## src/rtl/bcd_timer_ctrl.sv

```systemverilog
// ============================================================================
// Module   : bcd_timer_ctrl
// Brief    : Run controller for a 2-digit cascaded BCD counter. It provides the
//            prescaled count tick, up/down mode, clear and stop-at-target control.
// Revision : 1.0  initial release
// ============================================================================
`default_nettype none

module bcd_timer_ctrl #(
    parameter int TICK_DIV = 100_000_000,
    parameter int DIV_W    = 27
) (
    input  logic             clk,
    input  logic             rst,
    input  logic             start_i,
    input  logic             stop_i,
    input  logic             clear_i,
    input  logic             dir_down_i,
    input  logic [7:0]       target_i,
    input  logic [3:0]       q0_i,
    input  logic [3:0]       q1_i,
    input  logic             tc_i,
    output logic             cnt_count_o,
    output logic             cnt_mode_o,
    output logic             cnt_rstn_o,
    output logic             running_o,
    output logic             done_o,
    output logic [1:0]       state_o,
    output logic             wrap_o
);

    typedef enum logic [1:0] {
        ST_IDLE  = 2'b00,
        ST_RUN   = 2'b01,
        ST_PAUSE = 2'b10,
        ST_DONE  = 2'b11
    } state_t;

    localparam logic [DIV_W-1:0] c_PRESC_LAST = DIV_W'(TICK_DIV - 1);
    localparam logic [DIV_W-1:0] c_PRESC_ONE  = DIV_W'(1);

    state_t            state_q;
    logic [DIV_W-1:0]  presc_q;
    logic [DIV_W-1:0]  presc_d;
    logic              cnt_count_q;
    logic              cnt_mode_q;
    logic              cnt_rstn_q;
    logic              running_q;
    logic              done_q;
    logic              wrap_q;

    logic              w_tick;
    logic              w_target_valid;
    logic              w_match;
    logic              w_go;

    // A target digit above 9 can never be shown by the counter, so it disables the stop.
    assign w_target_valid = (target_i[7:4] <= 4'd9) && (target_i[3:0] <= 4'd9);
    assign w_match        = w_target_valid && ({q1_i, q0_i} == target_i);
    assign w_go           = start_i && !stop_i;
    assign w_tick         = (presc_q == c_PRESC_LAST);

    always_comb begin
        presc_d = presc_q + c_PRESC_ONE;
        if (w_tick) begin
            presc_d = '0;
        end
    end

    always_ff @(posedge clk) begin
        if (rst) begin
            state_q     <= ST_IDLE;
            presc_q     <= '0;
            cnt_count_q <= 1'b0;
            cnt_mode_q  <= 1'b0;
            cnt_rstn_q  <= 1'b0;
            running_q   <= 1'b0;
            done_q      <= 1'b0;
            wrap_q      <= 1'b0;
        end else begin
            cnt_count_q <= 1'b0;
            cnt_rstn_q  <= ~clear_i;
            wrap_q      <= cnt_count_q & tc_i;
            if (clear_i) begin
                state_q   <= ST_IDLE;
                presc_q   <= '0;
                running_q <= 1'b0;
                done_q    <= 1'b0;
            end else begin
                case (state_q)
                    ST_IDLE: begin
                        if (w_go) begin
                            state_q    <= ST_RUN;
                            cnt_mode_q <= dir_down_i;
                            presc_q    <= '0;
                            running_q  <= 1'b1;
                        end
                    end
                    ST_RUN: begin
                        // Stop outranks the target match; the match outranks a tick.
                        if (stop_i) begin
                            state_q   <= ST_PAUSE;
                            running_q <= 1'b0;
                        end else if (w_match) begin
                            state_q   <= ST_DONE;
                            running_q <= 1'b0;
                            done_q    <= 1'b1;
                        end else begin
                            presc_q     <= presc_d;
                            cnt_count_q <= w_tick;
                        end
                    end
                    ST_PAUSE: begin
                        if (w_go) begin
                            state_q   <= ST_RUN;
                            running_q <= 1'b1;
                        end
                    end
                    ST_DONE: begin
                        state_q <= ST_DONE;
                    end
                    default: begin
                        state_q   <= ST_IDLE;
                        running_q <= 1'b0;
                        done_q    <= 1'b0;
                    end
                endcase
            end
        end
    end

    assign cnt_count_o = cnt_count_q;
    assign cnt_mode_o  = cnt_mode_q;
    assign cnt_rstn_o  = cnt_rstn_q;
    assign running_o   = running_q;
    assign done_o      = done_q;
    assign state_o     = state_q;
    assign wrap_o      = wrap_q;

endmodule

`default_nettype wire

```

## config.mk

```make
export PLATFORM = sky130hd
export DESIGN_NAME = bcd_timer_ctrl
export DESIGN_NICKNAME = d
export VERILOG_FILES = /design/src/rtl/bcd_timer_ctrl.sv
export SDC_FILE = /design/constraint.sdc
export NUM_CORES = 1
export LEC_CHECK = 0
export BUFFER_PORTS_ARGS = -buffer_cell sky130_fd_sc_hd__clkbuf_2
export CORE_ASPECT_RATIO = 1.1
export CORE_MARGIN = 2
export CORE_UTILIZATION = 36
export CTS_BUF_LIST = sky130_fd_sc_hd__clkbuf_8
export CTS_CLUSTER_SIZE = 25
export DETAILED_ROUTE_END_ITERATION = 8
export PLACE_DENSITY = 0.52
export SLEW_MARGIN = 20
export SYNTH_ARGS = -nofsm -noshare
export SYNTH_HDL_FRONTEND = slang
export SYNTH_SLANG_ARGS = --single-unit
```

## constraint.sdc

```tcl
create_clock -name clk -period 2.4 [get_ports clk]
set_clock_uncertainty 0.2 [all_clocks]
set_input_delay 0.24 -clock clk [delete_from_list [all_inputs] [get_ports clk]]
set_output_delay 0.24 -clock clk [all_outputs]
set_load 0.01 [all_outputs]
```

==> impl_metrics.tcl <==
set metrics [dict create \
    outcome "finished clean" \
    drtAntennaViolNets 0 \
    clkPwrFrac_pct 35.7 \
    timing.critical_path.depth 7 \
    areaGrowthSynthToFinish_pct 23.9 \
    ys_async_sr_fraction_pct 0 \
    timing_hold_violations_final 0 \
    worstPathCellList "ha_1, and4_1, nand2b_1, or4_4, nand3_2, buf_12, o31ai_1" \
    power_switching_share_pct 24.1 \
    vias_in_the_first_global_route 1801 \
    number_of_sinks_driven_by_the_clock_tree 35 \
    initial_core_util_pct 36.8 \
    grt.total_usage_pct 18.2 \
    first_pass_grt_wire_length_microns 8540 \
    yosys_register_bits 35 \
    cts_max_path_buffers 2 \
    clk_transition_reported_paths_ns 0.07 \
    grt_max_degree 27 \
    worstSetupEndpoint "presc_q[25]" \
    number_of_remaining_drc_errors 0 \
    clkLatencyLatePin_ns 0.28 \
    crit_path_max_fanout 15 \
    worstSetupPathType "reg2reg" \
    design.core.area_sq_um 5330 \
    number_of_cells_on_the_worst_reg_to_reg_path 7 \
    power.switching_mw 0.261 \
    timing.critical_path.max_delay_family "simple AND/OR/NAND/NOR gates" \
    critical_path.startpoint "presc_q[0]" \
    maxSlewHeadroom_pct 73.6 \
    syn_inst 231 \
    drt-pass1-iter-count 5 \
    hold_class "in2reg" \
    dieArea_sq_um 6050 \
    seqPwrFrac_pct 53.9 \
    final_worst_path_period_share_pct 95.1 \
    final_critical_path_required_period_ns 2.28 \
    design.final.nets 304 \
    dieHeight_microns 81.4 \
    buffer_and_inverter_count_on_the_worst_path 1 \
    io-pin-count 31 \
    internal-power_mw 0.825 \
    r2r_setup_slack_ns 0.12 \
    avgSynthCellArea_sq_um 8.49 \
    yosys_warnings 0 \
    detail_route.vias_per_cell 5.57 \
    final_cell_mix "35 x sky130_fd_sc_hd__dfxtp_1, 30 x sky130_fd_sc_hd__clkbuf_2, 21 x sky130_fd_sc_hd__nand3_1" \
    synth_unique_cells 48 \
    ys_seq_area_share_pct 35.7 \
    finalWeightedCongestion 0.831 \
    fin_setup_tns_ns 0 \
    power.ir.vdd_worst_uv 289 \
    fmax_mhz 438 \
    critical_path_required_time_ns 2.37 \
    worst_setup_path_end_kind "register" \
    critical_path.startpoint_type "register" \
    critical_path.max_stage_delay_ns 0.53 \
    cts-root-buf "sky130_fd_sc_hd__clkbuf_8" \
    cts_tree "built" \
    route.vias.total 1971 \
    worstMarginPinSlew_ns 0.392 \
    cts_buffers 5 \
    synth_enable_flop_cells 0 \
    mappedNetlistArea_sq_um 1960 \
    htree_num_levels 2 \
    post-dp-hpwl_microns 3680 \
    post_drt_wl_per_cell_microns 14.8 \
    number_of_antenna_violations_at_the_first_check_in_global_routing 0 \
    buffer_ports.inserted 30 \
    p_comb_share_pct 10.4 \
    chipWidth_microns 74.4 \
    finalMaxSlewViolations 0 \
    power_leakage_nw 0.891 \
    critical_path_arrival_ns 2.25 \
    top_ff_cell_synth "sky130_fd_sc_hd__dfxtp_1" \
    rr_endpoint "presc_q[25]" \
    reg2reg_from "presc_q[0]" \
    power-per-cell-area_nw_per_um2 447 \
    finalPower_mw 1.09 \
    antenna_cells_inserted 0 \
    setup_violations 0 \
    rsz_0062_raised_after_global_routing "false" \
    detail_route.iter0.violations 162 \
    syn_nets 255 \
    gr-total-overflow 0 \
    layout-drive-gt1-share_pct 24.7 \
    rows 28 \
    drv.max_cap_violation_count 0 \
    slowest_stage "sky130_fd_sc_hd__or4_4" \
    layout_commonest_cell "sky130_fd_sc_hd__dfxtp_1" \
    totalWireLength_microns 5250 \
]
cell families after synthesis:
family                     share of synthesized area (%)
buffers and inverters                               5.87
and+or+nand+nor                                     27.6
DFF                                                 35.7
muxes                                              0.511
xor gates and xnor gates                            2.68
adders and majority gates                          0.638
AOI/OAI and AO/OA                                   27.0
through the flow:
stage / hold slack (ns) / instance area, sq um / instances / worst slack, ns / utilization, %
after floorplan: 0.112 / 1960 / 231 / 0.269 / -
after global placement: 0.232 / 2270 / 341 / 0.169 / 42.7
after detailed placement: 0.230 / 2270 / 341 / 0.133 / 42.7
after CTS: 0.0553 / 2400 / 352 / 0.124 / 45.0
after global routing: 0.0674 / 2430 / 354 / 0.0132 / 45.6
final: 0.0588 / 2430 / 354 / 0.117 / 45.6
area by class of cell:
cell class / count / area (sq um)
clock buffer: 5 / 68.8
clock inverter: 1 / 3.75
fill: 562 / 2900
inverter: 5 / 18.8
multi-input combinational: 177 / 1160
sequential: 35 / 701
tap: 75 / 93.8
timing repair buffer: 56 / 387
Yosys cell counts (all sizes together) (6+ instances only):
cell    number  share of area [%]
nand3       22                5.9
nor2        21                4.4
o21ai        8                2.6
o22ai        7                2.2
o31ai       14                5.4
a21oi       11                2.8
nand2       11                2.1
and4         6                2.7
dfxtp       35                 36
nand4        7                2.2
buf         10                4.1
o41ai        6                3.1
o211ai      14                5.4
a31oi        8                2.6
power groups by stage:
stage                     combinational [mW]  clock (mW)  sequential, mW
final                                  0.113       0.388           0.585
after global routing                   0.124       0.431           0.585
after CTS                              0.110       0.407           0.585
after detailed placement               0.105           0           0.599
after global placement                 0.104           0           0.598
after floorplan                       0.0626           0           0.600
worst min-delay path by stage:
stage,start,to,cells past startpoint
final,stop_i,running_o,3
after global placement,cnt_count_o,wrap_o,2
after CTS,stop_i,running_o,3
after floorplan,rst,wrap_o,1
after detailed placement,cnt_count_o,wrap_o,2
after global routing,stop_i,running_o,3
flip-flops by register name (all words and copies together), names as in the netlist:
register and count:
running_o 1, wrap_o 1, cnt_count_o 1, cnt_mode_o 1, presc_q 27, done_o 1, state_o 2, cnt_rstn_o 1
what timing repair did:
item                                    CTS  global route
endpoints found under the setup margin    0             1
hold endpoints to repair                  3             0
resized for setup                         0             1
buffers inserted                          0             2
hold buffers                              5             0
routing by layer:
metal	share of wire [%]	track usage (%)	up-vias
li1	-	-	1000
met1	47	23.9	921
met2	47	30.2	44
met3	4.2	3.60	6
met4	1.1	5.00	0
met5	0	0	-
worst reg2reg max path: stages (launching register included):
cell                       delay [ns]
sky130_fd_sc_hd__dfxtp_1         0.39
sky130_fd_sc_hd__ha_1            0.18
sky130_fd_sc_hd__and4_1          0.23
sky130_fd_sc_hd__nand2b_1        0.14
sky130_fd_sc_hd__or4_4           0.53
sky130_fd_sc_hd__nand3_2         0.23
sky130_fd_sc_hd__buf_12          0.19
sky130_fd_sc_hd__o31ai_1         0.09
No activity file was read; power rests on OpenSTA's default activity.
